[src/rtl/ripple_carry_adder_if.sv]
// ripple_carry_adder_if: operand/result bundle for ripple_carry_adder.
//   in_1, in_2 [0:WIDTH-1] : operands (index 0 = MSB)
//   c_in, in_valid         : carry into LSB stage, operands valid
//   sum [0:WIDTH-1]        : registered sum
//   c_out, overflow        : registered carry out / signed overflow
//   out_valid              : result registers hold a new result
// master drives operands, slave (the adder) drives results.
interface ripple_carry_adder_if #(
  parameter int WIDTH = 2
);
  logic [0:WIDTH-1] in_1;
  logic [0:WIDTH-1] in_2;
  logic             c_in;
  logic             in_valid;
  logic [0:WIDTH-1] sum;
  logic             c_out;
  logic             overflow;
  logic             out_valid;

  modport master (
    output in_1, in_2, c_in, in_valid,
    input  sum, c_out, overflow, out_valid
  );

  modport slave (
    input  in_1, in_2, c_in, in_valid,
    output sum, c_out, overflow, out_valid
  );
endinterface

[src/rtl/ripple_carry_adder.sv]
// ripple_carry_adder: registered WIDTH-bit ripple-carry adder, 1-cycle latency.
//   clk : rising-edge clock
//   rst : asynchronous active-high reset, clears results and out_valid
//   io  : ripple_carry_adder_if.slave (operands in, registered results out)
// Vectors are [0:WIDTH-1]; index 0 is the MSB, so the carry ripples from
// index WIDTH-1 down to index 0.

// Single-bit full-adder stage.
module rca_full_adder (
  input  logic a,
  input  logic b,
  input  logic ci,
  output logic s,
  output logic co
);
  assign s  = a ^ b ^ ci;
  assign co = (a & b) | (ci & (a ^ b));
endmodule

module ripple_carry_adder #(
  parameter int WIDTH = 2
) (
  input  logic                 clk,
  input  logic                 rst,
  ripple_carry_adder_if.slave  io
);
  // carry[k+1] is the carry into stage k; carry[WIDTH] is c_in,
  // carry[0] is the carry out of the MSB stage.
  logic [0:WIDTH]   carry;
  logic [0:WIDTH-1] s_comb;

  logic [0:WIDTH-1] sum_q;
  logic             c_out_q;
  logic             ovf_q;
  logic             vld_q;

  assign carry[WIDTH] = io.c_in;

  for (genvar k = 0; k < WIDTH; k++) begin : g_stage
    rca_full_adder u_fa (
      .a  (io.in_1[k]),
      .b  (io.in_2[k]),
      .ci (carry[k+1]),
      .s  (s_comb[k]),
      .co (carry[k])
    );
  end

  // Results load only on valid cycles; otherwise they hold and only
  // out_valid drops.
  always_ff @(posedge clk or posedge rst) begin
    if (rst) begin
      sum_q   <= '0;
      c_out_q <= 1'b0;
      ovf_q   <= 1'b0;
      vld_q   <= 1'b0;
    end else begin
      vld_q <= io.in_valid;
      if (io.in_valid) begin
        sum_q   <= s_comb;
        c_out_q <= carry[0];
        // Signed overflow: carry into MSB stage differs from carry out of it.
        ovf_q   <= carry[0] ^ carry[1];
      end
    end
  end

  assign io.sum       = sum_q;
  assign io.c_out     = c_out_q;
  assign io.overflow  = ovf_q;
  assign io.out_valid = vld_q;
endmodule

[src/flat_wrapper.sv]
// flat-port wrapper written by rule: the top's interface ports become plain ports
module ripple_carry_adder_flat 
#(
  parameter int WIDTH = 2
)
  (clk, rst, io_in_1, io_in_2, io_c_in, io_in_valid, io_sum, io_c_out, io_overflow, io_out_valid);
  ripple_carry_adder_if #(.WIDTH(WIDTH)) io_i ();
  input  logic clk;
  input  logic rst;
  input wire logic [$bits(io_i.in_1)-1:0] io_in_1;
  input wire logic [$bits(io_i.in_2)-1:0] io_in_2;
  input wire logic [$bits(io_i.c_in)-1:0] io_c_in;
  input wire logic [$bits(io_i.in_valid)-1:0] io_in_valid;
  output wire logic [$bits(io_i.sum)-1:0] io_sum;
  output wire logic [$bits(io_i.c_out)-1:0] io_c_out;
  output wire logic [$bits(io_i.overflow)-1:0] io_overflow;
  output wire logic [$bits(io_i.out_valid)-1:0] io_out_valid;
  assign io_i.in_1 = io_in_1;
  assign io_i.in_2 = io_in_2;
  assign io_i.c_in = io_c_in;
  assign io_i.in_valid = io_in_valid;
  assign io_sum = io_i.sum;
  assign io_c_out = io_i.c_out;
  assign io_overflow = io_i.overflow;
  assign io_out_valid = io_i.out_valid;
  ripple_carry_adder #(.WIDTH(WIDTH)) u_core (.clk(clk), .rst(rst), .io(io_i));
endmodule
[config.mk]
export PLATFORM = sky130hd
export DESIGN_NAME = ripple_carry_adder_flat
export DESIGN_NICKNAME = d
export VERILOG_FILES = /design/src/rtl/ripple_carry_adder_if.sv /design/src/rtl/ripple_carry_adder.sv /design/src/flat_wrapper.sv
export SDC_FILE = /design/constraint.sdc
export NUM_CORES = 1
export LEC_CHECK = 0
export ABC_AREA = 1
export CAP_MARGIN = 20
export CORE_AREA = 3 3 40 42
export CTS_CLUSTER_DIAMETER = 40
export DETAILED_ROUTE_END_ITERATION = 10
export DIE_AREA = 0 0 43 45
export PLACE_DENSITY = 0.46
export SYNTH_ARGS = -nofsm -noshare
export SYNTH_HDL_FRONTEND = slang
export SYNTH_SLANG_ARGS = --single-unit
export TNS_END_PERCENT = 30
[constraint.sdc]
create_clock -name clk -period 0.8 [get_ports clk]
set_input_delay 0.2 -clock clk [delete_from_list [all_inputs] [get_ports clk]]
set_output_delay 0.2 -clock clk [all_outputs]
set_load 0.1 [all_outputs]
==> out/qor.csv, run 1 <==
metric;value;unit
synth_area_per_cell;9.22;um2
syn-num-nets;37;
gr-total-overflow;0;
hp-class;input port to flop;
crit_fanout;3;
vias_per_cell;3.45;
fin_skew;0;ps
cp-end-kind;flop;
clockBufferDepth;2;
fin_ws;-350;ps
r2r-start;u_core.io.overflow$_DFFE_PP0P_;
fillers;126;
yosys-top-cells-area;dfrtp_1, fa_1, inv_1;
finalHoldWorstSlack;155;ps
ant_nets;0;
antenna_found_initial;0;
core_area;1280;um2
p_per_area;2260;nW/um2
grt_setup_unrepaired;yes;
placed_area;458;um2
total_power;1.10;mW
yosysTopAreaCell;dfrtp_1;
vias;207;
slew_headroom;87.4;%
finalCriticalPeriod;1150;ps
die_x;43;um
synth_cell_type_count;8;
final_area;487;um2
slew_violations;0;
rows;13;
io_pins;13;
min_period_over_period;144;%
crit_start;io_in_1[0];
worstSkewPairLatency;230;ps
dp_hpwl;429;um
cap_viol_max_count;0;
die_h;45;um
yosysSeqAreaShare;50.3;%
gp_congestion;0.588;
crit_path_end;u_core.io.overflow$_DFFE_PP0P_;
tightest_slew;189;ps
path_class;input port to flop;
rr_worst_depth;2;
initial_core_util;19.4;%
netlist_instances;27;
seqCellArea;125;um2
io_buffers;12;
grt_pass1_vias;218;
ys_ff_latch;5;
holdBufCountCts;0;
first_pass_iters;4;
cp.arrival;1270;ps
max_freq;870;MHz
wire_per_inst;7.57;um
cts_buffers;3;
nets;56;
grt_pass1_wl;855;um
p_leak;0.253;nW
required;920;ps
synth_top_area_share;50.3;%
area_delta_synth_final;95.5;%
clkTransAtPathRegs;40;ps
yosysWarningCount;0;
drt_iter0_markers;5;
n_antenna_cell;0;
dp_slack;-1140;ps
layout-drive-gt1-share;51.1;%
hold_viol;0;
synthesis.area;249;um2
rrSetupSlack;160;ps
grt_max_degree;8;
violations;negative setup slack;
startpoint_type;input port;
multi_input_area;95.1;um2
htree_num_levels;1;
route.detailed.drc;0;
reg2reg_to;u_core.io.overflow$_DFFE_PP0P_;
dieArea;1940;um2
setup_viol;8;
clock-sinks;5;
grt_usage;6.04;%
ir_drop;555;uV
cts_tree;built;
run_status;complete, but fails checks;
finalWirelength;454;um
cts_root_buf;clkbuf_4;
==> registers in the layout, indices dropped and copies added (netlist names) <==
signal               count
u_core.io.c_out          1
u_core.io.sum            2
u_core.io.overflow       1
u_core.io.out_valid      1
==> how the worst min path moves through the flow <==
stage	start	endpoint	depth (start not counted)
floorplan	rst	u_core.io.c_out$_DFFE_PP0P_	1
global placement	rst	u_core.io.c_out$_DFFE_PP0P_	2
detailed placement	rst	u_core.io.out_valid$_DFF_PP0_	2
CTS	rst	u_core.io.sum[0]$_DFFE_PP0P_	2
global route	io_in_valid	u_core.io.out_valid$_DFF_PP0_	1
finish	io_in_valid	u_core.io.out_valid$_DFF_PP0_	1
==> logic make-up after synthesis <==
group / synth area share (%)
buf+inv: 13.6
fa+ha+maj: 16.1
compound gates: 7.54
simple gates: 12.6
flops: 50.3
==> power by group <==
| group | switching (mW) | internal (mW) |
|---|---|---|
| Clock | 0.0925 | 0.188 |
| Combinational | 0.309 | 0.190 |
| Sequential | 0.0337 | 0.286 |
==> cell usage in the layout (no fill, tap or decap) <==
master	synthesis	routed
fa_2	0	2
buf_12	0	5
dfrtp_1	5	5
clkbuf_1	0	1
dlymetal6s2s_1	0	1
buf_2	0	2
buf_4	0	2
inv_8	0	1
clkdlybuf4s50_1	0	1
nand2_1	7	7
nand3_1	1	1
inv_1	8	2
o21ai_1	2	2
inv_2	1	6
o21ai_2	1	1
buf_8	0	1
clkbuf_4	0	3
dlygate4sd2_1	0	2
==> stage by stage <==
stage               instances  TNS (ps)  utilization [%]
floorplan                  27     -3250                -
global placement           55     -3960             35.6
detailed placement         55     -4030             35.6
CTS                        59     -2040             37.1
global route               60     -2220             37.9
finish                     60     -1980             37.9
==> worst max-delay path: stages <==
cell     delay, ps
buf_8           80
inv_8           20
fa_2           390
fa_2           370
inv_2           50
nand2_1         40
nand3_1         60
nand2_1         50
==> metal layers <==
metal	up-vias	GRT usage (%)	routed length, um
met5	-	0	0
met4	0	5.42	0
met3	0	1.20	30
met2	7	9.58	253
met1	88	6.90	171
li1	112	-	-
==> cell type report <==
type                       instances  area share (%)
clock buffer                       4            5.40
inverter                           9            8.48
multi-input combinational         13            19.5
sequential                         5            25.7
tap                               15            3.86
timing repair buffer              14            37.0
==> cell usage after synthesis (all sizes together) <==
library cell	number
inv	9
nand2	7
dfrtp	5
o21ai	3
fa	2
nand3	1
==> timing repair <==
action                                 CTS  global route
pin swaps                                3             1
resized for setup                       18             2
setup endpoints to repair                9             9
endpoints found under the hold margin    0             0
setup buffers                            0             1
Power figures use the tool's default switching activity.
==> run 2, diff against run 1 <==
- PLACE_DENSITY: 0.46 -> 0.48
- clock period: 0.8 -> 1 ns (I/O delays scaled with it)
==> run 2 against run 1 <==
The flow still finishes with violations (negative setup slack); clock power fell by 21%; sequential share of layout area rose by 0.40 points; core utilization fell by 0.58 points; final area fell by 1.5%; clock-buffer cell count did not move; register-to-register slack improved by 180 ps; critical path depth fell by 3; final cell count fell by 1.7%; largest power group unchanged.
==> out/qor.csv, run 2 (synthesis gave the netlist of run 1 again) <==
metric;value;unit
holdBufCountCts;0;
netSwitchingFraction;39.6;%
p_per_area;1830;nW/um2
cp.arrival;1320;ps
die_h;45;um
slew_violations;0;
wl_met3;48;um
crit_fanout;2;
dieArea;1940;um2
first_pass_iters;2;
initial_core_util;19.4;%
antenna_found_initial;0;
grt_pass1_wl;683;um
n_antenna_cell;0;
cp-end-kind;flop;
wl_met2;215;um
place_inst;55;
io_pins;13;
cap_viol_max_count;0;
grt_max_degree;8;
tightest_slew;178;ps
fin_skew;0;ps
crit_family;adder cells;
required;1120;ps
path_common_cell;fa_2;
cp_slowest_cell;fa_2;
clkPwrFrac;25.4;%
top_layer_used;met3;
critPathMaxStageDelay;530;ps
largest_reg_flops;2;
cts_buffers;3;
placed_area;458;um2
dp_slack;-991;ps
max_freq;830;MHz
core_area;1280;um2
grt_pass1_vias;166;
fin_ws;-205;ps
final_cell_mix;nand2_1, buf_12, dfrtp_1;
route.detailed.drc;0;
worst-path-stages;5;
io_buffers;12;
nets;55;
layout-drive-gt1-share;45.5;%
stdcell_count;59;
drt_iter0_markers;2;
gr-total-overflow;0;
ant_nets;0;
p_leak;0.242;nW
rows;13;
die_x;43;um
area_delta_synth_final;92.5;%
total_power;0.875;mW
crit_chain;buf_6 -> inv_2 -> fa_2 -> fa_2 -> o21ai_1;
wire_per_inst;7.59;um
hp-class;input port to asynchronous set/reset pin;
min_period_over_period;121;%
htree_num_levels;1;
clock-sinks;5;
violations;negative setup slack;
finalCriticalPeriod;1210;ps
worst-path-buf-inv;2;
cts_tree;built;
vias_per_cell;3.49;
switching_power;0.346;mW
gp_congestion;0.607;
startpoint_type;input port;
final_common_cell;nand2_1;
worstSkewPairLatency;230;ps
internal_power;0.529;mW
p_comb_share;45.4;%
clkTransAtPathRegs;40;ps
hold_viol;0;
grt_setup_unrepaired;yes;
clockBufferDepth;2;
run_status;complete, but fails checks;
vias;206;
final_area;479;um2
cts_setup_buffers;0;
path_class;input port to flop;
finalWirelength;448;um
rr_worst_depth;2;
ir_drop;489;uV
wl_met1;184;um
cts_root_buf;clkbuf_4;
pwr-share-seq;29.2;%
setup_viol;8;
slew_headroom;88.1;%
grt_usage;5.37;%
-- run 2: changes by cell type in the layout (fill, tap and decap cells not counted) --
cell,change
buf_6,+2
clkdlybuf4s50_1,+1
buf_4,-1
inv_2,-2
buf_8,-1
dlymetal6s2s_1,-1
buf_2,-1
inv_1,+2
-- run 2: path summary, 6_finish.rpt --
kind | startpoint | end | slack (ps)
min in group clk | io_in_1[0] | u_core.io.sum[1]$_DFFE_PP0P_ | 440
hold / removal | rst | u_core.io.sum[0]$_DFFE_PP0P_ | 220
setup / recovery | io_in_2[0] | u_core.io.sum[0]$_DFFE_PP0P_ | -210
setup reg to reg | u_core.io.sum[1]$_DFFE_PP0P_ | u_core.io.sum[1]$_DFFE_PP0P_ | 340
max in group asynchronous | rst | u_core.io.overflow$_DFFE_PP0P_ | 620
hold reg to reg | u_core.io.c_out$_DFFE_PP0P_ | u_core.io.c_out$_DFFE_PP0P_ | 550
-- run 2: timing repair --
item / CTS / global route
endpoints found under the hold margin: 0 / 0
setup endpoints to repair: 9 / 8
pin swaps: 4 / 1
gates cloned: 0 / 0
resized for setup: 17 / 0
-- run 2: per-stage QoR --
step	util (%)	hold slack (ps)	TNS, ps
finish	37.3	218	-767
global route	37.3	228	-1040
CTS	37.3	223	-827
detailed placement	35.6	468	-3410
global placement	35.6	462	-3350
floorplan	-	28.5	-1850
-- run 2: power by group through the flow --
stage	Combinational (mW)	Sequential, mW	Clock, mW
after floorplan	0.0596	0.430	0
after global placement	0.399	0.258	0
after detailed placement	0.405	0.259	0
after CTS	0.401	0.257	0.230
after global routing	0.415	0.259	0.249
final	0.398	0.256	0.222
-- run 2: routing by layer --
| metal | global-route usage (%) | up-vias |
|---|---|---|
| met5 | 0 | - |
| met1 | 6.65 | 85 |
| li1 | - | 111 |
| met4 | 7.23 | 0 |
| met3 | 2.39 | 0 |
| met2 | 5.69 | 10 |
-- run 2: cell type report --
| type | count | area (um2) |
|---|---|---|
| multi-input combinational | 13 | 95.1 |
| tap | 15 | 18.8 |
| clock buffer | 4 | 26.3 |
| fill | 135 | 806 |
| timing repair buffer | 13 | 173 |
| sequential | 5 | 125 |
| inverter | 9 | 41.3 |
